## config.mk

```make
export PLATFORM = sky130hd
export DESIGN_NAME = mmio_timer
export DESIGN_NICKNAME = d
export VERILOG_FILES = /design/src/rtl/mmio_timer.sv
export SDC_FILE = /design/constraint.sdc
export NUM_CORES = 1
export LEC_CHECK = 0
export CORE_MARGIN = 1
export CORE_UTILIZATION = 63
export DETAILED_ROUTE_END_ITERATION = 6
export DONT_BUFFER_PORTS = 1
export PLACE_DENSITY = 0.79
export SYNTH_ARGS = -nofsm -noshare
export SYNTH_HDL_FRONTEND = slang
export SYNTH_SLANG_ARGS = --single-unit
```

## constraint.sdc

```tcl
create_clock -name clk -period 3.2 [get_ports clk]
set_input_delay 0.16 -clock clk [delete_from_list [all_inputs] [get_ports clk]]
set_output_delay 0.16 -clock clk [all_outputs]
set_load 0.05 [all_outputs]
```

## src/rtl/mmio_timer.sv

```systemverilog
// rtl/mmio_timer.sv - memory-mapped down-counting timer with prescaler, auto-reload and sticky expiry flag
module mmio_timer #(
    parameter logic [8:0] BASE     = 9'h180,
    parameter int         PRESCALE = 4
) (
    input  logic        clk,
    input  logic        reset,
    input  logic [1:0]  mem_cmd,
    input  logic [8:0]  mem_addr,
    input  logic [15:0] write_data,
    output logic [15:0] read_data,
    output logic        rd_sel,
    output logic        expired
);
    localparam logic [7:0] PS_MAX = 8'(PRESCALE - 1);

    typedef enum logic [1:0] {IDLE, RUN, DONE} state_t;

    state_t      state_q;
    logic        en_q;
    logic        reload_q;
    logic [15:0] period_q;
    logic [15:0] count_q;
    logic        exp_q;
    logic [7:0]  presc_q;

    logic        hit;
    logic        wr;
    logic        ctrl_wr;
    logic        tick;
    logic        expire;
    logic [7:0]  presc_d;
    logic [15:0] count_d;

    assign hit     = (mem_addr[8:2] == BASE[8:2]);
    assign wr      = (mem_cmd == 2'b11) && hit;
    assign rd_sel  = (mem_cmd == 2'b10) && hit;
    assign ctrl_wr = wr && (mem_addr[1:0] == 2'd0);
    assign tick    = (state_q == RUN) && (presc_q == PS_MAX);
    // A CTRL write in the same cycle overrides whatever the tick would have done.
    assign expire  = tick && (count_q == 16'd0) && !ctrl_wr;
    assign presc_d = (presc_q == PS_MAX) ? 8'd0 : presc_q + 8'd1;
    assign count_d = (count_q != 16'd0) ? count_q - 16'd1
                   : (reload_q ? period_q : 16'd0);
    assign expired = exp_q;

    always_comb begin
        read_data = 16'b0;
        if (rd_sel) begin
            case (mem_addr[1:0])
                2'd0:    read_data = {14'b0, reload_q, en_q};
                2'd1:    read_data = period_q;
                2'd2:    read_data = count_q;
                default: read_data = {15'b0, exp_q};
            endcase
        end
    end

    always_ff @(posedge clk) begin
        if (reset) begin
            state_q  <= IDLE;
            en_q     <= 1'b0;
            reload_q <= 1'b0;
            period_q <= 16'h0000;
            count_q  <= 16'h0000;
            exp_q    <= 1'b0;
            presc_q  <= 8'd0;
        end else begin
            if (ctrl_wr) begin
                en_q     <= write_data[0];
                reload_q <= write_data[1];
                if (write_data[0]) begin
                    count_q <= period_q;
                    presc_q <= 8'd0;
                    state_q <= RUN;
                end else begin
                    state_q <= IDLE;
                end
            end else if (state_q == RUN) begin
                presc_q <= presc_d;
                if (tick) begin
                    count_q <= count_d;
                    if (count_q == 16'd0 && !reload_q) begin
                        state_q <= DONE;
                    end
                end
            end

            if (wr && mem_addr[1:0] == 2'd1) begin
                period_q <= write_data;
            end

            if (expire) begin
                exp_q <= 1'b1;
            end else if (wr && mem_addr[1:0] == 2'd3 && write_data[0]) begin
                exp_q <= 1'b0;
            end
        end
    end
endmodule

```

==> results.md <==
- Vias/cell: 6.32
- Synth cell types: 48
- GPL Wtd Cong: 0.889
- Hold Path Stages: 2
- Yosys reg bits: 45
- Achievable frequency: 400 MHz
- Hold_ws: 0.0628 ns
- Synthesized area per cell: 7.39 um2
- Core area: 3770 um2
- Detail Route Antenna Nets: 0
- Period utilisation layout: 0.781
- Total die area: 4310 um2
- Slowest cell on crit path: or4b_2
- Seq. cell area: 901 um2
- CP endpoint kind: flop
- Final net count: 401
- Vias in the first global route: 2,504
- LEAKAGE: 1.05 nW
- Fillers: 306
- Dpl hpwl: 4290 um
- Syn Nets: 377
- DRC Markers: 0
- Hold EP: count_q[2]
- Clk_lat worst skew: 0.30 ns
- Vias: 2,636
- CP Cell Sequence: inv_1 -> ha_1 -> or4b_2 -> or4_1 -> nand2_2 -> nor3_2 -> or3_1
- Critical path class: flop to flop
- PnR Total Power: 0.000957 W
- Worst VDD drop: 0.304 mV
- Multi-input logic area: 1530 um2
- Worst setup SP type: flop
- Ys flop type: dfxtp_1
- Final Hold Vio Count: 0
- Placed Cells incl. Taps: 393
- Final wirelength: 6600 um
- Longest Clk Path Bufs: 2
- Synth warnings: 0
- Num ports: 47
- Htree depth: 2
- Cell Rows: 22
- GRT Resource Usage Total: 0.341
- Initial antenna violation count: 0
- Worst reg2reg path endpoint: count_q[14]
- Post-synth ARST share: 0
- CTS Buf Count: 5
- Min-Delay Path Class: input pin to flop
- Worst-Margin Slew: 1.14 ns
- R2R depth: 7
- Pins Over Slew Limit: 0
- Clk root buf: clkbuf_8
- CP Data Arrival Time: 2.69 ns
- Buffers added on ports: 0
- Setup_tns: 0 ns
- TritonRoute pass-1 iters: 5
- Status: completed
- Setup slack, reg-to-reg: 0.70 ns
- Initial DRC count: 258
- Register clock-pin slew on the reported worst setup and hold paths: 0.08 ns
- Crit-path max FO: 19
- Max-cap check violation count: 0
- DR WL/cell: 15.8 um
- # diodes: 0
- Share of layout cells above drive strength 1: 0.106
- CTS tree: built
- Cts repair resizes: 0
- Sequential area share after synthesis: 0.353
- Die X: 65.6 um
- Die height: 65.6 um
- Max-Slew Margin vs Limit: 0.238
- Fin cells: 417
- Post-synth EDFFs: 0
- PwrDens: 324 nW/um2
- Syn-to-layout area delta: 15.7%
- Max Clock Skew: 0.00387 ns
- Post-Syn Instances: 345
- Largest net degree at the start of global routing: 39
- Setup-failing EPs final: 0
- Starting Density: 0.677
- Mapped Area: 2550 um2
- Crit path required time: 3.39 ns
- Global-route wire length before repair: 11,300 um
- Reg2reg start: count_q[0]
- HP Start: reset
- Overflow left after global routing: 0
- Unrepaired setup endpoints after global routing: false
- Tmin final: 2.50 ns
- Clk sinks: 45
- Critical Path Max Stage Delay: 0.60 ns
[flip-flops by register name, indices dropped and copies added (netlist names)]
register and cells:
state_q 2, en_q 1, expired 1, period_q 16, count_q 16, presc_q 8
reload_q 1
[report_power, final]
part	switching [W]	leakage (nW)	internal (W)
Sequential	0.000000122	0.362	0.000559
Combinational	0.0000215	0.639	0.0000223
Clock	0.000182	0.0443	0.000171
[worst max path at each step]
stage	start	endpoint
floorplan	count_q[6]	count_q[15]
global route	count_q[0]	count_q[14]
finish	count_q[0]	count_q[14]
detailed placement	count_q[0]	count_q[14]
global placement	count_q[0]	count_q[14]
CTS	count_q[6]	count_q[15]
[Yosys cell counts (2+ instances only)]
| library cell | number | area share |
|---|---|---|
| xnor2_1 | 3 | 0.010 |
| a22oi_1 | 19 | 0.056 |
| a21oi_1 | 39 | 0.077 |
| nor3_2 | 2 | 0.0078 |
| or4_1 | 4 | 0.012 |
| buf_2 | 4 | 0.0078 |
| inv_1 | 6 | 0.0088 |
| nand4_1 | 2 | 0.0049 |
| nor3b_1 | 3 | 0.0088 |
| a2bb2oi_1 | 2 | 0.0069 |
| nand2_1 | 50 | 0.074 |
| a211oi_1 | 4 | 0.012 |
| and3_1 | 3 | 0.0074 |
| and2_1 | 2 | 0.0049 |
| mux2i_1 | 3 | 0.012 |
| a31oi_1 | 2 | 0.0049 |
| nor4b_1 | 3 | 0.010 |
| nor2_1 | 44 | 0.065 |
| nand2b_1 | 2 | 0.0049 |
| dfxtp_1 | 45 | 0.35 |
| o22ai_1 | 8 | 0.020 |
| nor4_1 | 4 | 0.0098 |
| a22o_1 | 3 | 0.010 |
| or3_1 | 4 | 0.0098 |
| nor2b_1 | 5 | 0.012 |
| nor3_1 | 13 | 0.026 |
| nand3_1 | 11 | 0.022 |
| clkbuf_1 | 17 | 0.025 |
| o21ai_0 | 17 | 0.033 |
| ha_1 | 3 | 0.015 |
[stage by stage]
step	util	worst slack, ns	cell area [um2]
4_1_cts	0.783	0.715	2950
3_3_place_gp	0.712	0.773	2690
2_1_floorplan	-	0.892	2550
3_5_place_dp	0.712	0.726	2690
5_1_grt	0.783	0.549	2950
6_report	0.783	0.702	2950
[cell usage in the layout, fill, tap and decap left out, types with 3 or more instances in the layout]
cell            n
or3_1           4
nand2_1        50
dlygate4sd3_1  16
or4_1           4
o21ai_0        17
nor2b_1         5
nand3_1        11
nor4b_1         3
o22ai_1         8
nor4_1          4
nor3_1         13
a21oi_1        39
xnor2_1         3
ha_1            3
inv_1           6
a22o_1          3
and3_1          3
a22oi_1        19
dfxtp_1        45
nor3b_1         3
buf_4          23
clkbuf_8        6
nor2_1         44
mux2i_1         3
a211oi_1        4
[layer usage]
metal	share of wire	wire [um]	GRT usage	vias up
met5	0	0	0	-
met4	0.018	119	0.125	0
met3	0.072	473	0.0799	14
met2	0.47	3110	0.547	108
met1	0.44	2900	0.439	1224
li1	-	-	-	1290
[worst max-delay path: cells and delay by family (launching register included)]
kind          cells  cell delay, ns
flops             1            0.36
simple gates      5            1.72
fa+ha+maj         1            0.19
buf+inv           1            0.11
[logic make-up (layout without fill, tap and decap cells)]
kind of cell               count (synthesis)  in the layout  share of synthesized area
DFF                                       45             45                      0.353
AOI/OAI and AO/OA                         99             99                      0.236
and+or+nand+nor                          160            160                      0.310
xor gates and xnor gates                   4              4                     0.0137
buffers and inverters                     29             53                     0.0476
muxes                                      5              5                     0.0250
adders and majority gates                  3              3                     0.0147
[cell type report]
| class | instances | share of cell area |
|---|---|---|
| Clock buffer | 7 | 0.0292 |
| Tap cell | 48 | 0.0203 |
| Multi-Input combinational cell | 271 | 0.518 |
| Inverter | 6 | 0.00763 |
| Timing Repair Buffer | 40 | 0.120 |
| Sequential cell | 45 | 0.305 |
[what timing repair did]
| action | 4_1_cts | 5_1_grt |
|---|---|---|
| buffers inserted | 0 | 0 |
| hold endpoints to repair | 38 | 0 |
| hold buffers | 17 | 0 |
No activity file was read; power rests on OpenSTA's default activity.
